===== src/rtl/uart_rx_pkg.sv =====
// Shared definitions for the UART receive engine.
//   rx_state_t : receiver FSM state encoding
//   PAR_*      : parity_mode encodings (values above PAR_STICK1 behave as PAR_NONE)
//   MDW_MIN/MAX: legal range of the maximum data width parameter
package uart_rx_pkg;

  typedef enum logic [2:0] {
    ST_IDLE,
    ST_START,
    ST_DATA,
    ST_PARITY,
    ST_STOP1,
    ST_STOP2,
    ST_BRK_WAIT
  } rx_state_t;

  localparam logic [2:0] PAR_NONE   = 3'd0;
  localparam logic [2:0] PAR_ODD    = 3'd1;
  localparam logic [2:0] PAR_EVEN   = 3'd2;
  localparam logic [2:0] PAR_STICK0 = 3'd3;
  localparam logic [2:0] PAR_STICK1 = 3'd4;

  localparam int MDW_MIN = 5;
  localparam int MDW_MAX = 9;

endpackage


===== src/rtl/uart_rx_engine_baud_tick.sv =====
// Baud tick generator for the UART receive engine.
//   clk, rst_n : clock, asynchronous active-low reset
//   run        : count enable; while low the counter is held at prescaler
//   prescaler  : tick period is prescaler+1 clk cycles
//   tick       : one-cycle strobe when the down-counter reaches zero
module uart_baud_tick #(
  parameter int PW = 16
) (
  input  logic          clk,
  input  logic          rst_n,
  input  logic          run,
  input  logic [PW-1:0] prescaler,
  output logic          tick
);

  logic [PW-1:0] cnt;

  always_ff @(posedge clk or negedge rst_n) begin
    if (!rst_n) begin
      cnt <= '0;
    end else if (!run || cnt == '0) begin
      cnt <= prescaler;
    end else begin
      cnt <= cnt - PW'(1);
    end
  end

  assign tick = run && (cnt == '0);

endmodule


===== src/rtl/uart_rx_engine.sv =====
// UART receive engine: runtime-configurable frame (5..MDW data bits, five
// parity modes, 1 or 2 stop bits), break detection, false-start rejection
// and a one-word valid/ready output buffer with overrun reporting.
//   clk, rst_n            : clock, asynchronous active-low reset
//   en                    : receiver enable
//   rx                    : asynchronous serial input, idle high
//   prescaler             : baud tick every prescaler+1 clk cycles
//   data_size, parity_mode, two_stop : frame format, latched at frame start
//   rx_data, rx_valid, rx_ready      : output buffer handshake
//   parity_err, frame_err : status of the buffered word
//   break_det, overrun, rx_done      : one-cycle event pulses
// Build option: define UART_RX_GLITCH_FILTER_EN to insert a majority-free
// glitch filter (line changes only when three consecutive samples agree).
module uart_rx_engine
  import uart_rx_pkg::*;
#(
  parameter int MDW = 9,
  parameter int SC  = 8,
  parameter int PW  = 16
) (
  input  logic           clk,
  input  logic           rst_n,
  input  logic           en,
  input  logic           rx,
  input  logic [PW-1:0]  prescaler,
  input  logic [3:0]     data_size,
  input  logic [2:0]     parity_mode,
  input  logic           two_stop,
  output logic [MDW-1:0] rx_data,
  output logic           rx_valid,
  input  logic           rx_ready,
  output logic           parity_err,
  output logic           frame_err,
  output logic           break_det,
  output logic           overrun,
  output logic           rx_done
);

  localparam int TCW = $clog2(SC);

  function automatic logic [3:0] norm_size(input logic [3:0] ds);
    return (ds < 4'(MDW_MIN) || ds > 4'(MDW)) ? 4'(MDW) : ds;
  endfunction

  function automatic logic [2:0] norm_par(input logic [2:0] pm);
    return (pm > PAR_STICK1) ? PAR_NONE : pm;
  endfunction

  function automatic logic par_error(input logic [2:0] pm, input logic acc, input logic pbit);
    case (pm)
      PAR_ODD:    return ~(acc ^ pbit);
      PAR_EVEN:   return acc ^ pbit;
      PAR_STICK0: return pbit;
      PAR_STICK1: return ~pbit;
      default:    return 1'b0;
    endcase
  endfunction

  rx_state_t       state, state_d;
  logic            rx_p0, rx_p1;
  logic            line, line_q;
  logic            tick, samp, samp_mid, start_go, last_data, par_en, data_zero;
  logic [TCW-1:0]  tick_cnt;
  logic [3:0]      bit_cnt;
  logic [3:0]      nbits_q;
  logic [2:0]      pmode_q;
  logic            two_q;
  logic [MDW-1:0]  data_sr;
  logic [MDW-1:0]  data_al;
  logic            par_acc, perr_q, par_zero_q, stop1_q;
  logic            frame_end, brk, ferr;

  // Stage p0/p1: two-flop synchroniser, idle-high reset
  always_ff @(posedge clk or negedge rst_n) begin
    if (!rst_n) begin
      rx_p0  <= 1'b1;
      rx_p1  <= 1'b1;
      line_q <= 1'b1;
    end else begin
      rx_p0  <= rx;
      rx_p1  <= rx_p0;
      line_q <= line;
    end
  end

`ifdef UART_RX_GLITCH_FILTER_EN
  // Three-sample window (two history flops plus the synchroniser output);
  // the line only moves once all three agree, otherwise it holds.
  logic [1:0] flt_sh;
  logic       flt_hold;

  always_ff @(posedge clk or negedge rst_n) begin
    if (!rst_n) begin
      flt_sh   <= 2'b11;
      flt_hold <= 1'b1;
    end else begin
      flt_sh   <= {flt_sh[0], rx_p1};
      flt_hold <= line;
    end
  end

  always_comb begin
    line = flt_hold;
    if ({flt_sh, rx_p1} == 3'b111) line = 1'b1;
    else if ({flt_sh, rx_p1} == 3'b000) line = 1'b0;
  end
`else
  always_comb line = rx_p1;
`endif

  uart_baud_tick #(.PW(PW)) u_baud (
    .clk       (clk),
    .rst_n     (rst_n),
    .run       (en && (state != ST_IDLE)),
    .prescaler (prescaler),
    .tick      (tick)
  );

  assign start_go  = (state == ST_IDLE) && en && line_q && !line;
  assign samp_mid  = tick && (tick_cnt == TCW'(SC/2 - 1));
  assign samp      = tick && (tick_cnt == TCW'(SC - 1));
  assign last_data = (bit_cnt == nbits_q - 4'd1);
  assign par_en    = (pmode_q != PAR_NONE);
  assign data_zero = (data_sr == '0);
  // Bits were shifted in from the top, so right-align to the configured width
  assign data_al   = data_sr >> (4'(MDW) - nbits_q);

  always_ff @(posedge clk or negedge rst_n) begin
    if (!rst_n) state <= ST_IDLE;
    else        state <= state_d;
  end

  always_comb begin
    state_d   = state;
    frame_end = 1'b0;
    brk       = 1'b0;
    ferr      = 1'b0;
    case (state)
      ST_IDLE:     if (start_go) state_d = ST_START;
      ST_START:    if (samp_mid) state_d = line ? ST_IDLE : ST_DATA;
      ST_DATA:     if (samp && last_data) state_d = par_en ? ST_PARITY : ST_STOP1;
      ST_PARITY:   if (samp) state_d = ST_STOP1;
      ST_STOP1: begin
        if (samp) begin
          if (two_q) begin
            state_d = ST_STOP2;
          end else begin
            frame_end = 1'b1;
            ferr      = !line;
            brk       = data_zero && par_zero_q && !line;
          end
        end
      end
      ST_STOP2: begin
        if (samp) begin
          frame_end = 1'b1;
          ferr      = !stop1_q || !line;
          brk       = data_zero && par_zero_q && !stop1_q;
        end
      end
      ST_BRK_WAIT: if (line) state_d = ST_IDLE;
      default:     state_d = ST_IDLE;
    endcase
    if (frame_end) state_d = brk ? ST_BRK_WAIT : ST_IDLE;
    if (!en)       state_d = ST_IDLE;
  end

  // Bit timing counters; the start bit is re-centred at half a bit period
  always_ff @(posedge clk or negedge rst_n) begin
    if (!rst_n) begin
      tick_cnt <= '0;
      bit_cnt  <= '0;
    end else if (start_go) begin
      tick_cnt <= '0;
      bit_cnt  <= '0;
    end else if (tick) begin
      if ((state == ST_START && samp_mid) || tick_cnt == TCW'(SC - 1)) tick_cnt <= '0;
      else tick_cnt <= tick_cnt + TCW'(1);
      if (state == ST_DATA && samp) bit_cnt <= bit_cnt + 4'd1;
    end
  end

  // Frame datapath and per-frame configuration snapshot
  always_ff @(posedge clk) begin
    if (start_go) begin
      data_sr    <= '0;
      par_acc    <= 1'b0;
      perr_q     <= 1'b0;
      par_zero_q <= 1'b1;
      stop1_q    <= 1'b1;
      nbits_q    <= norm_size(data_size);
      pmode_q    <= norm_par(parity_mode);
      two_q      <= two_stop;
    end else if (samp) begin
      case (state)
        ST_DATA: begin
          data_sr <= {line, data_sr[MDW-1:1]};
          par_acc <= par_acc ^ line;
        end
        ST_PARITY: begin
          par_zero_q <= !line;
          perr_q     <= par_error(pmode_q, par_acc, line);
        end
        ST_STOP1: stop1_q <= line;
        default: ;
      endcase
    end
  end

  // Output buffer: a completing frame is dropped if the old word is still unread
  always_ff @(posedge clk or negedge rst_n) begin
    if (!rst_n) begin
      rx_data    <= '0;
      rx_valid   <= 1'b0;
      parity_err <= 1'b0;
      frame_err  <= 1'b0;
      break_det  <= 1'b0;
      overrun    <= 1'b0;
      rx_done    <= 1'b0;
    end else begin
      rx_done   <= frame_end;
      break_det <= frame_end && brk;
      overrun   <= 1'b0;
      if (frame_end) begin
        if (!rx_valid || rx_ready) begin
          rx_valid   <= 1'b1;
          rx_data    <= data_al;
          parity_err <= perr_q;
          frame_err  <= ferr;
        end else begin
          overrun <= 1'b1;
        end
      end else if (rx_valid && rx_ready) begin
        rx_valid <= 1'b0;
      end
    end
  end

endmodule


===== config.mk =====
export PLATFORM = sky130hd
export DESIGN_NAME = uart_rx_engine
export DESIGN_NICKNAME = d
export VERILOG_FILES = /design/src/rtl/uart_rx_pkg.sv /design/src/rtl/uart_rx_engine_baud_tick.sv /design/src/rtl/uart_rx_engine.sv
export SDC_FILE = /design/constraint.sdc
export NUM_CORES = 1
export LEC_CHECK = 0
export ABC_AREA = 1
export CAP_MARGIN = 20
export CORE_MARGIN = 8
export CORE_UTILIZATION = 55
export DETAILED_ROUTE_END_ITERATION = 10
export PLACE_DENSITY = 0.79
export SETUP_SLACK_MARGIN = 0.5
export SLEW_MARGIN = 20
export SYNTH_ARGS = -nofsm -noshare
export SYNTH_HDL_FRONTEND = slang
export SYNTH_SLANG_ARGS = --single-unit
export TNS_END_PERCENT = 30

===== constraint.sdc =====
create_clock -name clk -period 2.18 [get_ports clk]
set_input_delay 0.436 -clock clk [delete_from_list [all_inputs] [get_ports clk]]
set_output_delay 0.436 -clock clk [all_outputs]
set_load 0.02 [all_outputs]

After elaboration in Yosys (flattened, before gate mapping)
Index checks and enable logic that the tools add are counted.
{"block": "word_totals", "ff_bits": 65, "in_bits": 29, "out_inout_bits": 15, "word_cells": 133}
{"block": "classes", "addsub": 5, "n_lt_le_gt_ge": 3, "n_eq_ne": 22, "shifts": 1, "muxes": 38, "bitwise_logic": 3, "reduce_logical": 39}
{"operator": "$mux W3", "n": 14}
{"operator": "$ne A4 B4 Y1 const B", "n": 7}
{"operator": "$pmux W3 S7", "n": 1}
{"operator": "$logic_not A16 Y1", "n": 1}
{"operator": "$mux W16", "n": 1}
{"operator": "$sub A16 B1 Y16 const B", "n": 1}
{"operator": "$eq A3 B2 Y1 const B", "n": 5}
{"operator": "$eq A3 B3 Y1 const B", "n": 5}
{"operator": "$logic_and A1 B1 Y1", "n": 15}
{"operator": "$mux W1", "n": 14}
{"operator": "$mux W4", "n": 3}
{"operator": "$reduce_and A2 Y1", "n": 6}
{"operator": "$logic_not A9 Y1", "n": 1}
{"operator": "$shr A9 B4 Y9", "n": 1}
{"operator": "$reduce_and A8 Y1", "n": 1}
{"operator": "$eq A3 B1 Y1 const B", "n": 2}
{"operator": "$pmux W1 S2", "n": 3}
{"operator": "$reduce_bool A2 Y1", "n": 3}
{"operator": "$reduce_bool A3 Y1", "n": 2}
{"operator": "$logic_or A1 B1 Y1", "n": 5}
{"operator": "$add A4 B1 Y4 const B", "n": 1}
{"operator": "$eq A4 B4 Y1", "n": 1}
{"operator": "$gt A4 B4 Y1 const B", "n": 1}
{"operator": "$logic_not A1 Y1", "n": 4}
{"operator": "other kinds (12)", "n": 13}

Longest topological paths before layout
{"block": "depth", "ltp_word": 9, "depth_mapped": 14, "depth_no_buf": 14}

Modules after synthesis
A second synthesis with hierarchy kept.
{"block": "hier_totals", "hier_cells": 495, "area_unflattened_um2": 3736.1}
{"module": "uart_rx_engine", "n_inst": 1, "cells_each": 337, "area_each_um2": 2625.0, "seq_area_each_um2": 1204.9}
{"module": "uart_baud_tick", "n_inst": 1, "cells_each": 158, "area_each_um2": 1111.1, "seq_area_each_um2": 400.4}

Worst setup path after synthesis
Ideal clock, no wire load.
{"block": "synth_path", "path_kind": "reg-to-reg", "startpoint": "register state[0]", "endpoint": "register bit_cnt[3]", "setup_ns": 0.138, "t_arrival_ns": 1.709, "t_required_ns": 2.042, "setup_slack_ns": 0.333, "path_stages_with_launch": 11, "n_path_buf": 2, "period_less_slack_ns": 1.847, "path_cell_list": "dfrtp_1 -> buf_4 -> nor2_2 -> inv_1 -> nor2_1 -> inv_1 -> nor2_2 -> inv_1 -> buf_2 -> nand3_1 -> o31ai_1"}
{"block": "synth_via", "elab_cells_between_ends": 14, "cone_classes": "eq/ne (1); mux (1); reduce/logical (12)"}
{"item": "start, declared", "line_no": "uart_rx_engine.sv:59", "source": "rx_state_t state, state_d;"}
{"item": "start signal, assigned", "line_no": "uart_rx_engine.sv:130", "source": "else state <= state_d;"}
{"item": "$logic_not A3 Y1 (*)", "line_no": "uart_rx_engine.sv:119", "source": "assign start_go = (state == ST_IDLE) && en && line_q && !line;"}
{"item": "$logic_and A1 B1 Y1 (*) (3 in a row)", "line_no": "uart_rx_engine.sv:119"}
{"item": "via start_go", "line_no": "uart_rx_engine.sv:62", "source": "logic tick, samp, samp_mid, start_go, last_data, par_en, data_zero;"}
{"item": "$reduce_bool A2 Y1 (no source line)"}
{"item": "$reduce_and A2 Y1 (no source line)"}
{"item": "end signal, assigned", "line_no": "uart_rx_engine.sv:179", "source": "if (state == ST_DATA && samp) bit_cnt <= bit_cnt + 4'd1;"}
{"item": "end, declared", "line_no": "uart_rx_engine.sv:64", "source": "logic [3:0] bit_cnt;"}
The timed path passes the listed nets; every way through them passes the cells marked *.
A chain may end at the register's enable or synchronous reset.

Final worst setup path
{"block": "layout_path", "startpoint": "register u_baud.cnt[1]", "endpoint": "register parity_err"}
{"block": "layout_via", "elab_chain_cells": 6, "elab_cells_between_ends": 7, "cone_classes": "mux (3); reduce/logical (4)"}
{"item": "start, declared", "line_no": "uart_rx_engine_baud_tick.sv:16", "source": "logic [PW-1:0] cnt;"}
{"item": "start signal, assigned", "line_no": "uart_rx_engine_baud_tick.sv:22", "source": "cnt <= prescaler;"}
{"item": "start signal, assigned", "line_no": "uart_rx_engine_baud_tick.sv:24", "source": "cnt <= cnt - PW'(1);"}
{"item": "$logic_not A16 Y1 (*)", "line_no": "uart_rx_engine_baud_tick.sv:28", "source": "assign tick = run && (cnt == '0);"}
{"item": "$logic_and A1 B1 Y1 (*)", "line_no": "uart_rx_engine_baud_tick.sv:28"}
{"item": "$logic_and A1 B1 Y1 (*)", "line_no": "uart_rx_engine.sv:121", "source": "assign samp = tick && (tick_cnt == TCW'(SC - 1));"}
{"item": "$mux W1 (on tied branches)", "line_no": "uart_rx_engine.sv:155, uart_rx_engine.sv:144"}
{"item": "$pmux W1 S2 (*)", "line_no": "uart_rx_engine.sv:138", "source": "case (state)"}
{"item": "via frame_end", "line_no": "uart_rx_engine.sv:71", "source": "logic frame_end, brk, ferr;"}
{"item": "$reduce_and A2 Y1 (no source line) (*)"}
{"item": "end signal, assigned", "line_no": "uart_rx_engine.sv:228", "source": "parity_err <= perr_q;"}
{"item": "end, declared", "line_no": "uart_rx_engine.sv:32", "source": "output logic parity_err,"}
Marks and branches as above.

==> impl_metrics.sql <==
INSERT INTO impl_metrics (metric_group, metric, value, unit) VALUES
('clocking', 'cts.root.buffer_cell', 'sky130_fd_sc_hd__clkbuf_8', ''),
('yosys', 'synth_sequential_area_ratio', '0.4407', ''),
('place', 'port-buffer-count', '43', ''),
('global_route', 'first_global_vias', '3277', ''),
('sta', 'setup_repair_after_global_routing_missed_its_margin', 'yes', ''),
('sta', 'clock-skew-final', '11.71', 'ps'),
('power_and_ir_drop', 'comb_power_share', '0.322', ''),
('yosys', 'synth.top_cell.area_share', '0.2817', ''),
('sta', 'final_critical_period', '1836', 'ps'),
('die', 'initial_core_util', '0.5703', ''),
('finish', 'synthesis_to_finish_area_growth', '32.05', '%'),
('run', 'max_cap_viol_count', '0', ''),
('clocking', 'clkSlewWorstSetupHoldPaths', '70', 'ps'),
('yosys', 'synthTopCellsByCount', 'sky130_fd_sc_hd__nand2_1 (122), sky130_fd_sc_hd__nor2_1 (61), sky130_fd_sc_hd__inv_1 (59), sky130_fd_sc_hd__dfrtp_1 (41), sky130_fd_sc_hd__o21ai_0 (33)', ''),
('die', 'boundaryPins', '44', ''),
('yosys', 'yosys-top-cells-area', 'sky130_fd_sc_hd__dfrtp_1 (28%), sky130_fd_sc_hd__nand2_1 (13%), sky130_fd_sc_hd__dfxtp_1 (7.1%), sky130_fd_sc_hd__edfxtp_1 (6.6%), sky130_fd_sc_hd__nor2_1 (6.3%)', ''),
('yosys', 'synthArstFlopShare', '0.6769', ''),
('route', 'via_count', '3457', ''),
('route', 'wire_per_inst', '14.32', 'µm'),
('clocking', 'tritoncts_clock_tree', 'yes', ''),
('route', 'drt_pre_antenna_iters', '4', ''),
('yosys', 'syn-num-nets', '523', ''),
('sta', 'tightest_slew', '550.7', 'ps'),
('clocking', 'clock_latency', '350', 'ps'),
('setup_path', 'crit_path_cell_trace', 'inv_2 -> ha_4 -> nand3_2 -> nor2_2 -> nand2_2 -> nor2_8 -> nand2_4 -> nor2_8 -> nand2_2 -> nand2_1 -> nand2_1', ''),
('place', 'post-dp-hpwl', '6050', 'µm'),
('power_and_ir_drop', 'power.net_switching', '1.398', 'mW'),
('die', 'floorplan.die.height', '97.38', 'µm'),
('setup_path', 'cp-end-kind', 'flip-flop', ''),
('setup_path', 'critPathKind', 'flip-flop to flip-flop', ''),
('clocking', 'buffer_depth_of_the_longest_clock_path', '2', ''),
('sta', 'hold_violations', '0', ''),
('yosys', 'synth.ff_latch_count', '65', ''),
('sta', 'worst_case_hold_slack', '57.19', 'ps'),
('yosys', 'synth_enable_flop_cells', '8', ''),
('die', 'die_width', '97.38', 'µm'),
('yosys', 'synth_area', '3642', 'µm²'),
('power_and_ir_drop', 'power_density', '830.3', 'nW/µm²'),
('clocking', 'number_of_buffers_added_by_the_clock_tree_synthesis_step', '9', ''),
('setup_path', 'critical_path.slowest_cell', 'sky130_fd_sc_hd__dfrtp_1', ''),
('die', 'core_area', '6386', 'µm²'),
('route', 'drc', '0', ''),
('place', 'place.gp.congestion', '0.8945', ''),
('setup_path', 'cp_data_arrival_time', '2070', 'ps'),
('global_route', 'antenna_found_initial', '0', ''),
('global_route', 'overflow', '0', ''),
('power_and_ir_drop', 'power.sequential.fraction', '0.397', ''),
('setup_path', 'ff2ff_setup_slack', '340', 'ps'),
('sta', 'slew_hr', '0.6320', ''),
('finish', 'filler_cell_count', '437', ''),
('setup_path', 'path_max_fanout', '8', ''),
('outcome', 'run_status', 'finished clean', ''),
('clocking', 'clock_sinks', '65', ''),
('yosys', 'synth_flop_cell', 'sky130_fd_sc_hd__dfrtp_1', ''),
('yosys', 'ys_warn_count', '0', ''),
('global_route', 'global_route.usage.total', '0.1885', ''),
('power_and_ir_drop', 'power.share.clock', '0.281', ''),
('finish', 'net_count_final', '603', ''),
('sta', 'timing.final.setup_violations', '0', ''),
('route', 'ant_nets', '0', ''),
('power_and_ir_drop', 'internal-power', '2.596', 'mW'),
('setup_path', 'startpoint_type', 'flip-flop', ''),
('route', 'wirelength', '9267', 'µm'),
('sta', 'fin_setup_tns', '0', 'ps'),
('die', 'die_area', '9482', 'µm²'),
('setup_path', 'worstPathRequired', '2410', 'ps'),
('finish', 'final_core_util', '0.7531', ''),
('yosys', 'post_synth.cell_area_avg', '7.510', 'µm²'),
('power_and_ir_drop', 'max-vdd-ir-drop', '596.1', 'µV'),
('yosys', 'netlist.top_cell.by_area', 'sky130_fd_sc_hd__dfrtp_1', ''),
('finish', 'drive_above_1_share', '0.2105', '');
## placed cells by master (no fill, tap or decap), types with 6 or more instances in the layout
master,Yosys,layout
sky130_fd_sc_hd__clkbuf_8,0,10
sky130_fd_sc_hd__xnor2_1,8,7
sky130_fd_sc_hd__nor2_4,1,10
sky130_fd_sc_hd__inv_2,5,12
sky130_fd_sc_hd__edfxtp_1,8,8
sky130_fd_sc_hd__nor2_2,6,10
sky130_fd_sc_hd__o21ai_1,17,14
sky130_fd_sc_hd__nand3_1,32,30
sky130_fd_sc_hd__nand2_1,122,111
sky130_fd_sc_hd__buf_4,2,30
sky130_fd_sc_hd__nor2_1,61,48
sky130_fd_sc_hd__inv_1,59,51
sky130_fd_sc_hd__o21ai_0,33,32
sky130_fd_sc_hd__clkdlybuf4s50_1,0,42
sky130_fd_sc_hd__nand2_2,0,12
sky130_fd_sc_hd__dfxtp_1,13,13
sky130_fd_sc_hd__a21oi_1,15,15
sky130_fd_sc_hd__xor2_1,6,6
sky130_fd_sc_hd__dfrtp_1,41,40
## layer usage
| metal | GRT usage | up-vias | part of all wire |
|---|---|---|---|
| met2 | 0.3073 | 95 | 0.50 |
| li1 | - | 1719 | - |
| met4 | 0.08392 | 0 | 0.022 |
| met5 | 0 | - | 0 |
| met1 | 0.2303 | 1620 | 0.44 |
| met3 | 0.04481 | 23 | 0.045 |
## registers in the layout, summed over array words and instances (netlist names), 3 cells and up
name        cells
u_baud.cnt     16
data_sr         9
rx_data         9
bit_cnt         4
nbits_q         4
pmode_q         3
state           3
tick_cnt        3
## worst max-delay path: cells and delay by family, from the launching register on
| family | cells | cell delay [ps] |
|---|---|---|
| adder cells (fa/ha/maj) | 1 | 140 |
| buffers and inverters | 1 | 100 |
| flip-flops | 1 | 410 |
| AND/OR/NAND/NOR | 9 | 1060 |
## final timing paths
check | start | endpoint | depth (start not counted)
worst min register to register | rx_p0 | line | 0
worst max-delay path | u_baud.cnt[1] | parity_err | 11
worst min-delay path | rst_n | u_baud.cnt[4] | 2
max in group asynchronous | rst_n | rx_p0 | 2
min in group clk | rx_p0 | line | 0
worst max register to register | u_baud.cnt[1] | parity_err | 11
## through the flow
stage | total power, mW | setup WS (ps) | cell area [µm²] | std cells
finish | 3.993 | 344.2 | 4810 | 647
global route | 4.223 | 241.2 | 4810 | 647
CTS | 3.808 | 379.6 | 4611 | 636
detailed placement | 2.539 | 79.01 | 4187 | 603
global placement | 2.509 | 127.9 | 4187 | 603
floorplan | 2.256 | 498.6 | 3652 | 485
## power groups by stage
stage               combinational (mW)  clock, mW  sequential [mW]
floorplan                        0.744          0             1.51
global placement                 0.949          0             1.56
detailed placement               0.971          0             1.57
CTS                               1.12       1.14             1.55
global route                      1.42       1.20             1.60
finish                            1.29       1.12             1.58
## cell type report
| class | instances | area, µm² | share of cell area |
|---|---|---|---|
| multi-input cells | 347 | 1938 | 0.4030 |
| flip-flops and latches | 65 | 1607 | 0.3340 |
| repair buffers | 77 | 708.2 | 0.1472 |
| inverters | 65 | 246.5 | 0.05125 |
| clock buffers | 13 | 148.9 | 0.03096 |
| well taps | 77 | 96.34 | 0.02003 |
| clock inverters | 3 | 65.06 | 0.01353 |
## cells by family (layout without fill, tap and decap cells)
kind of cell             after synthesis  count (layout)  share of synthesized area
AO/OA/AOI/OAI                         77              77                     0.1151
XOR/XNOR                              14              14                    0.03367
flip-flops                            65              65                     0.4407
adder cells (fa/ha/maj)                9               9                    0.03092
AND/OR/NAND/NOR                      242             245                     0.2886
buffers and inverters                 76             158                    0.08553
multiplexers                           2               2                   0.005497
## timing repair
item	CTS	global route
pin swaps	13	21
hold buffers	0	0
setup endpoints to repair	56	66
gates cloned	2	1
buffers inserted	15	10
gates resized for setup	21	37
(Power assumes the default switching activity.)
